[src/rtl/reference_buffer_reader_pkg.sv]
// Shared types and constants for the reference-buffer reader and its output FIFO.
package reference_buffer_reader_pkg;

    typedef enum logic [1:0] {
        IDLE  = 2'd0,
        RUN   = 2'd1,
        DRAIN = 2'd2
    } state_t;

    localparam int DEFAULT_I_BITS = 12;
    localparam int DEFAULT_Q_BITS = 12;

    // Cycles from a request being driven to its sample arriving.
    localparam int RETURN_LATENCY = 2;

    typedef struct packed {
        logic signed [DEFAULT_I_BITS-1:0] i;
        logic signed [DEFAULT_Q_BITS-1:0] q;
    } iq_sample_t;

endpackage

[src/rtl/reference_buffer_reader_iq_sync_fifo.sv]
// Shift-register FIFO: entry 0 is always the head, so the head is a plain register.
module iq_sync_fifo #(
    parameter int depth = 4,
    parameter int width = 24,
    localparam int count_bits = $clog2(depth + 1)
) (
    input  logic                  clk,
    input  logic                  reset,
    input  logic                  push,
    input  logic [width-1:0]      push_data,
    input  logic                  pop,
    output logic [width-1:0]      head,
    output logic [count_bits-1:0] count,
    output logic                  empty,
    output logic                  full
);

    logic [width-1:0]      entries [depth];
    logic                  do_pop;
    logic                  do_push;
    logic [count_bits-1:0] wr_idx;

    assign empty   = (count == '0);
    assign full    = (count == count_bits'(depth));
    assign do_pop  = pop && !empty;
    assign do_push = push && (!full || do_pop);
    // A simultaneous pop shifts everything down, so the new entry lands one slot lower.
    assign wr_idx  = count - count_bits'(do_pop);
    assign head    = entries[0];

    always_ff @(posedge clk) begin
        if (reset) begin
            for (int k = 0; k < depth; k++) begin
                entries[k] <= '0;
            end
            count <= '0;
        end else begin
            for (int k = 0; k < depth - 1; k++) begin
                if (do_push && wr_idx == count_bits'(k)) begin
                    entries[k] <= push_data;
                end else if (do_pop) begin
                    entries[k] <= entries[k+1];
                end
            end
            if (do_push && wr_idx == count_bits'(depth - 1)) begin
                entries[depth-1] <= push_data;
            end else if (do_pop) begin
                entries[depth-1] <= '0;
            end
            count <= count + count_bits'(do_push) - count_bits'(do_pop);
        end
    end

endmodule

[src/rtl/reference_buffer_reader.sv]
// Reference-buffer read initiator: issues wrapping-address reads under FIFO credit
// and streams the returned I/Q samples to the correlator.
//
// state | meaning
// IDLE  | waiting for start; validates the job
// RUN   | issuing reads while credit and s_axi_rready allow
// DRAIN | all reads issued; waiting for returns and the FIFO to empty
module reference_buffer_reader
    import reference_buffer_reader_pkg::*;
#(
    parameter int buffer_length = 10,
    parameter int index_bits    = 4,
    parameter int i_bits        = DEFAULT_I_BITS,
    parameter int q_bits        = DEFAULT_Q_BITS,
    parameter int count_bits    = 8,
    parameter int fifo_depth    = 4
) (
    input  logic                  clk,
    input  logic                  reset,
    input  logic                  start,
    input  logic [index_bits-1:0] start_addr,
    input  logic [count_bits-1:0] read_count,
    output logic                  m_axi_rvalid,
    output logic                  m_axi_rready,
    output logic [index_bits-1:0] m_axi_raddr,
    input  logic                  s_axi_rready,
    input  logic [i_bits-1:0]     i_in,
    input  logic [q_bits-1:0]     q_in,
    input  logic                  s_axi_data_rvalid,
    output logic [i_bits-1:0]     out_i,
    output logic [q_bits-1:0]     out_q,
    output logic                  out_valid,
    input  logic                  out_ready,
    output logic                  busy,
    output logic                  done,
    output logic                  err
);

    localparam int credit_bits = $clog2(fifo_depth + 1);
    localparam logic [index_bits-1:0] last_addr = index_bits'(buffer_length - 1);

    typedef struct packed {
        logic signed [i_bits-1:0] i;
        logic signed [q_bits-1:0] q;
    } sample_t;

    state_t                 state;
    logic [index_bits-1:0]  addr;
    logic [count_bits-1:0]  job_count;
    logic [count_bits-1:0]  issued;
    logic [credit_bits-1:0] inflight;
    logic [credit_bits-1:0] fifo_count;
    logic                   fifo_empty;
    logic                   fifo_full;
    logic                   issue;
    logic                   ret_accept;
    logic                   pop;
    logic                   fifo_empty_next;
    sample_t                push_sample;
    sample_t                head_sample;

    assign push_sample.i = i_in;
    assign push_sample.q = q_in;

    iq_sync_fifo #(
        .depth (fifo_depth),
        .width ($bits(sample_t))
    ) u_fifo (
        .clk       (clk),
        .reset     (reset),
        .push      (ret_accept),
        .push_data (push_sample),
        .pop       (pop),
        .head      (head_sample),
        .count     (fifo_count),
        .empty     (fifo_empty),
        .full      (fifo_full)
    );

    assign out_i     = head_sample.i;
    assign out_q     = head_sample.q;
    assign out_valid = !fifo_empty;
    assign pop       = out_valid && out_ready;

    // Beats arriving with nothing outstanding are leftovers from before a reset.
    assign ret_accept = s_axi_data_rvalid && (inflight != '0);

    // Credit counts in-flight reads as already occupying FIFO slots, so returns never overflow.
    assign issue = !reset && (state == RUN) && s_axi_rready && (issued < job_count)
                   && !fifo_full
                   && (({1'b0, fifo_count} + {1'b0, inflight}) < (credit_bits + 1)'(fifo_depth));

    assign fifo_empty_next = fifo_empty
                             || (fifo_count == credit_bits'(1) && pop && !ret_accept);

    assign m_axi_rvalid = issue;
    assign m_axi_raddr  = addr;
    assign m_axi_rready = (state != IDLE);
    assign busy         = (state != IDLE);

    always_ff @(posedge clk) begin
        if (reset) begin
            state     <= IDLE;
            addr      <= '0;
            job_count <= '0;
            issued    <= '0;
            inflight  <= '0;
            done      <= 1'b0;
            err       <= 1'b0;
        end else begin
            done <= 1'b0;
            err  <= 1'b0;
            if (issue && !ret_accept) begin
                inflight <= inflight + 1'b1;
            end else if (!issue && ret_accept) begin
                inflight <= inflight - 1'b1;
            end

            case (state)
                IDLE: begin
                    if (start) begin
                        if (int'(start_addr) >= buffer_length) begin
                            err <= 1'b1;
                        end else if (read_count == '0) begin
                            done <= 1'b1;
                        end else begin
                            addr      <= start_addr;
                            job_count <= read_count;
                            issued    <= '0;
                            state     <= RUN;
                        end
                    end
                end
                RUN: begin
                    if (issue) begin
                        addr   <= (addr == last_addr) ? '0 : addr + 1'b1;
                        issued <= issued + 1'b1;
                        if (issued == job_count - 1'b1) begin
                            state <= DRAIN;
                        end
                    end
                end
                DRAIN: begin
                    // Look one pop ahead so done lands the cycle after the last beat leaves.
                    if (inflight == '0 && fifo_empty_next) begin
                        state <= IDLE;
                        done  <= 1'b1;
                    end
                end
                default: state <= IDLE;
            endcase
        end
    end

endmodule

[config.mk]
export PLATFORM = sky130hd
export DESIGN_NAME = reference_buffer_reader
export DESIGN_NICKNAME = d
export VERILOG_FILES = /design/src/rtl/reference_buffer_reader_pkg.sv /design/src/rtl/reference_buffer_reader_iq_sync_fifo.sv /design/src/rtl/reference_buffer_reader.sv
export SDC_FILE = /design/constraint.sdc
export NUM_CORES = 1
export LEC_CHECK = 0
export ABC_AREA = 1
export BUFFER_PORTS_ARGS = -buffer_cell sky130_fd_sc_hd__buf_4
export CAP_MARGIN = 20
export CORE_MARGIN = 2
export CORE_UTILIZATION = 55
export CTS_CLUSTER_SIZE = 16
export DETAILED_ROUTE_END_ITERATION = 7
export PLACE_DENSITY_LB_ADDON = 0.12
export SYNTH_ARGS = -nofsm -noshare
export SYNTH_HDL_FRONTEND = slang
export SYNTH_SLANG_ARGS = --single-unit
[constraint.sdc]
create_clock -name clk -period 2.95 [get_ports clk]
set_input_delay 0.1475 -clock clk [delete_from_list [all_inputs] [get_ports clk]]
set_output_delay 0.1475 -clock clk [all_outputs]
set_load 0.03 [all_outputs]
After elaboration in Yosys (flattened, before gate mapping)
Memory sizes are Yosys's and may differ from the RTL's.
Cells that the tools add are included.
{"block": "word_totals", "reg_bits": 30, "input_bits": 42, "elab_cells": 147, "mem_count": 1, "output_inout_bits": 34, "ram_bits": 96}
{"memory": "u_fifo.entries", "words": 4, "word_bits": 24, "read_ports": 4, "rd_clocked_by_memory_dff": 0, "wr": 4, "line": "reference_buffer_reader_iq_sync_fifo.sv:18", "text": "logic [width-1:0] entries [depth];"}
{"block": "classes", "reduce_logical": 38, "bitwise": 12, "n_eq_ne": 15, "add_sub_neg": 9, "mux": 61, "magnitude_cmp": 3}
{"cell": "2-to-1 mux 24 bit", "count": 8}
{"cell": "2-to-1 mux 1 bit", "count": 32}
{"cell": "2-to-1 mux 8 bit", "count": 4}
{"cell": "2-to-1 mux 4 bit", "count": 5}
{"cell": "logical AND 1 bit", "count": 18}
{"cell": "case mux 8 bit (2 select lines)", "count": 1}
{"cell": "2-to-1 mux 2 bit", "count": 6}
{"cell": "!= test 2 bit (second input constant)", "count": 5}
{"cell": "zero test 3 bit", "count": 3}
{"cell": "adder 8 x 1 -> 8 bit (second input constant)", "count": 1}
{"cell": "equality test 8 bit", "count": 1}
{"cell": "zero test 8 bit", "count": 1}
{"cell": "< comparator 8 bit", "count": 1}
{"cell": "bitwise OR 1 bit", "count": 8}
{"cell": "case mux 4 bit (2 select lines)", "count": 1}
{"cell": "subtractor 8 x 1 -> 8 bit (second input constant)", "count": 1}
{"cell": "equality test 3 x 1 -> 1 bit (second input constant)", "count": 2}
{"cell": "equality test 3 x 2 -> 1 bit (second input constant)", "count": 2}
{"cell": "2-to-1 mux 3 bit", "count": 2}
{"cell": "case mux 2 bit (3 select lines)", "count": 1}
{"cell": "AND reduction 6 bit", "count": 1}
{"cell": "nonzero test 2 bit", "count": 3}
{"cell": "subtractor 3 x 1 -> 3 bit", "count": 2}
{"cell": "zero test 1 bit", "count": 5}
{"cell": "other kinds (20)", "count": 24}

Logic depth before layout (Yosys ltp)
{"block": "logic_depth", "word_depth": 12, "depth_mapped": 20, "depth_no_buf": 20}

By module
Synthesis repeated with hierarchy kept, for this count alone.
{"block": "hier_totals", "cells_unflattened": 834, "area_unflattened_um2": 6877.8}
{"module": "iq_sync_fifo", "cells_per_inst": 533, "area_each_um2": 4923.5, "seq_area_each_um2": 2942.8, "n_inst": 1}
{"module": "reference_buffer_reader", "cells_per_inst": 301, "area_each_um2": 1954.4, "seq_area_each_um2": 540.5, "n_inst": 1}

Least setup slack after synthesis
OpenSTA, ideal clock, no wires.
{"block": "synth_path", "kind": "register -> register", "start": "register u_fifo.count[1]", "end": "memory u_fifo.entries[3][0] (enable)", "setup_time_ns": 0.381, "t_arrival_ns": 2.526, "required_ns": 2.569, "path_stages_with_launch": 12, "slack_ns": 0.043, "cell_sequence": "dfxtp_1 nor2_1 nand2_1 nand2_1 inv_1 ha_1 inv_1 ha_1 inv_1 nor4_1 inv_1 nand2_1"}
{"item": "from (decl)", "line": "reference_buffer_reader_iq_sync_fifo.sv:13", "text": "output logic [count_bits-1:0] count,"}
{"item": "from (signal assigned)", "line": "reference_buffer_reader_iq_sync_fifo.sv:50", "text": "count <= count + count_bits'(do_push) - count_bits'(do_pop);"}
{"item": "to (decl)", "line": "reference_buffer_reader_iq_sync_fifo.sv:18"}

==> out/summary.txt <==
==================================================================================================
Cells after Synth ...................................................................          653
Total leakage power .................................................................      3.22 nW
Wire length per cell after detailed routing ......................................... 14.7 microns
Clock latency on the worst-skew pair ................................................      0.41 ns
Required time of the critical path ..................................................      3.06 ns
Post-synthesis area per instance ....................................................   9.50 sq um
Period utilization ..................................................................        0.896
First-pass GRT wire length .......................................................... 22000 microns
Clock transition time at the flip-flop clock pins of the worst setup and hold paths .      0.05 ns
Total number of yosys warnings ......................................................            0
Antenna cell count ..................................................................            0
Die Y-Extent ........................................................................  110 microns
Post-synthesis to final-layout area growth ..........................................        22.0%
GPL Wtd Cong ........................................................................        0.877
Vias in the first global route ......................................................         4711
Critical path's most frequent cell ..................................................        inv_1
Top cell type's share of synthesized area ...........................................        0.465
Width of the die ....................................................................  110 microns
Max-cap check violation count .......................................................            0
Maximum vdd ir drop .................................................................       574 uV
Number of distinct library cell variants in the gate-level netlist after synthesis ..           36
Main synth FF type ..................................................................     edfxtp_1
Final number of max-transition violations ...........................................            0
Slowest cell on crit path ...........................................................      dfxtp_1
Worst setup skew after layout .......................................................   0.00655 ns
Total area of sequential cells ......................................................   3480 sq um
Cell type with the highest aggregate area in the netlist ............................     edfxtp_1
Netlist area before placement .......................................................   6210 sq um
Worst setup slack before clock tree synthesis .......................................     0.251 ns
Core Util, Final ....................................................................        0.692
Overall global routing resource usage ...............................................        0.237
Clock tree from TritonCTS ...........................................................          yes
I/O Buffers .........................................................................           75
Fraction of the mapped netlist area in adder cells ..................................       0.0407
Area of the die .....................................................................  12100 sq um
Final Critical Period ...............................................................      2.64 ns
Number of antenna violations at the first check in global routing ...................            0
Maximum buffer depth of the clock tree ..............................................            2
Final Hold Viols ....................................................................            0
Sink count of the clock tree ........................................................          126
Worst Max-Slew Pin Slew .............................................................     0.638 ns
Cell types with the largest area share after synthesis .............................. edfxtp_1 46%, dfxtp_1 9.7%, a211oi_1 7.6%, nor2_1 7.6%, nand2_1 5.1%
Number of synthesized register bits .................................................          126
Effective utilization at floorplan ..................................................        0.568
Number of optimization iterations in the first detailed-route pass ..................            5
Half-perimeter wire length after detailed placement ................................. 9490 microns
Cell types with the highest counts after synthesis .................................. 126 x nor2_1, 96 x edfxtp_1, 84 x nand2_1
I/O pins ............................................................................           76
Count of endpoints failing setup in the final report ................................            0
Final worst setup slack .............................................................     0.307 ns
Number of enable-type register cells in the synthesized netlist .....................           96
Cells along the critical path ....................................................... nor2_1 -> nand2_1 -> nand2_1 -> inv_1 -> ha_1 -> inv_1 -> ha_1 -> inv_1 -> nor4_1 -> inv_1 -> nand2_1 -> buf_4
WHS .................................................................................    0.0332 ns
Max FO, Critical Path ...............................................................           11
Area share of and/or/nand/nor cells after synthesis .................................        0.173
Maximum achievable frequency ........................................................      378 MHz
Area occupied by multi-input gates ..................................................   2290 sq um
Antenna-violating nets left .........................................................            0
Avg Vias per Cell ...................................................................         5.39
Total negative setup slack ..........................................................         0 ns
Max-Slew Margin vs Limit ............................................................        0.574
Depth of the CTS H-tree .............................................................            4
Drt initial violations ..............................................................          298
Net count of the mapped netlist .....................................................          714
CP Data Arrival Time ................................................................      2.75 ns
Parity-gate share of the synthesized area counting xor and xnor cells ...............       0.0127
Clock Root Buffer ...................................................................    clkbuf_16
Fraction of final layout cells with drive strength greater than 1 ...................        0.183
Endpoint class of the critical path .................................................    flip-flop
Area fraction in compound gates after synthesis .....................................        0.142
Largest family of logic cells by synthesized area ................................... simple AND/OR/NAND/NOR gates
Sequential cell area fraction in the yosys report ...................................        0.561
Number of buffers inserted during clock tree synthesis ..............................           17
Filler Cell Count ...................................................................          853
Placeable Area ......................................................................  10900 sq um
Most repeated cell in the gate-level netlist after synthesis ........................       nor2_1
Delay of the slowest cell on the worst path .........................................      0.43 ns
Asr flop ratio synth ................................................................            0
Type of the most critical hold path ................................................. input pin to flip-flop
Number of instances resized during post-cts repair ..................................            0
Number of nets in the finished design ...............................................          801
GRT overflow ........................................................................            0
Number of design rule violations left after detail routing ..........................            0
Total via count after detailed routing ..............................................         4815
Total number of placement rows ......................................................           38
Areal power density over the cells ..................................................  892 nW/um^2
Share of cell area taken by muxes after synthesis ...................................            0
Startpoint Class ....................................................................    flip-flop
Total Wirelength .................................................................... 13100 microns
Result of the run ................................................................... complete, no violations
Category of the most critical setup path ............................................ flip-flop to flip-flop
RSZ-0062 raised after global routing ................................................           no
Maximum number of pins on one net before global-route repair ........................           49
==================================================================================================
metal layers:
metal | routed length [microns] | GRT usage | part of all wire | vias up
met5 | 0 | 0 | 0 | -
met4 | 206 | 0.0768 | 0.016 | 0
met2 | 6620 | 0.406 | 0.50 | 121
met3 | 592 | 0.0541 | 0.045 | 20
met1 | 5710 | 0.299 | 0.43 | 2254
li1 | - | - | - | 2420
cell usage in the layout (no fill, tap or decap), drive strengths merged:
master | netlist | layout
nor2 | 129 | 129
a21oi | 41 | 41
or2 | 1 | 1
o21ai | 32 | 32
bufinv | 0 | 3
ha | 17 | 17
clkbuf | 10 | 19
nor3b | 2 | 2
nand2 | 86 | 86
edfxtp | 96 | 96
nand3b | 2 | 2
fa | 2 | 2
clkinvlp | 0 | 4
a21boi | 1 | 1
clkinv | 0 | 6
xnor2 | 3 | 3
dfxtp | 30 | 30
a22oi | 1 | 1
nand3 | 26 | 26
nand4 | 3 | 3
xor2 | 6 | 6
buf | 20 | 97
nor3 | 2 | 2
nor4 | 5 | 5
inv | 75 | 75
a211oi | 63 | 63
dlygate4sd3 | 0 | 1
cell families (layout without fill, tap and decap cells):
family                     after synthesis  after routing
adders and majority gates               19             19
AOI/OAI and AO/OA                      138            138
xor gates and xnor gates                 9              9
DFF                                    126            126
buffers and inverters                  105            205
and+or+nand+nor                        256            256
worst max-delay path: cells and delay by family (launching register included):
family | cells | cell delay [ns]
buffers and inverters | 5 | 0.56
and+or+nand+nor | 5 | 0.83
adders and majority gates | 2 | 0.53
DFF | 1 | 0.43
sequential cells by signal, indices dropped and copies added, names as in the netlist:
name            cells
done                1
err                 1
inflight            3
issued              8
job_count           8
m_axi_raddr         4
state               2
u_fifo.count        3
u_fifo.entries     96
stage by stage:
step	area (sq um)	total power, mW	instances
finish	7570	6.75	893
global route	7570	7.15	893
CTS	7550	6.78	890
detailed placement	6960	4.73	857
global placement	6960	4.64	857
floorplan	6210	4.05	653
worst paths after layout:
| check | depth (start not counted) | from | slack (ns) | end |
|---|---|---|---|---|
| setup / recovery | 12 | u_fifo.count[2]$_SDFF_PP0_ | 0.31 | u_fifo.entries[3][18]$_SDFFCE_PP0P_ |
| hold / removal | 3 | read_count[4] | 0.03 | job_count[4]$_SDFFE_PP0P_ |
| setup reg to reg | 12 | u_fifo.count[2]$_SDFF_PP0_ | 0.31 | u_fifo.entries[3][18]$_SDFFCE_PP0P_ |
| hold reg to reg | 2 | inflight[2]$_SDFFE_PP0P_ | 0.50 | inflight[2]$_SDFFE_PP0P_ |
final cells by class:
type                    count  area share
clock inverters            13      0.0195
inverters                  75      0.0372
well taps                 140      0.0231
multi-input cells         422       0.302
clock buffers              19      0.0572
flip-flops and latches    126       0.460
repair buffers             98       0.101
power by group:
| part | internal, mW | switching, mW |
|---|---|---|
| clock | 1.31 | 0.736 |
| combinational | 0.660 | 1.29 |
| sequential | 2.56 | 0.202 |
| total | 4.53 | 2.23 |
timing repair:
item,CTS,global route
endpoints found under the setup margin,0,4
endpoints found under the hold margin,1,0
hold buffers,1,0
buffers inserted,0,3
(Power assumes the default switching activity.)
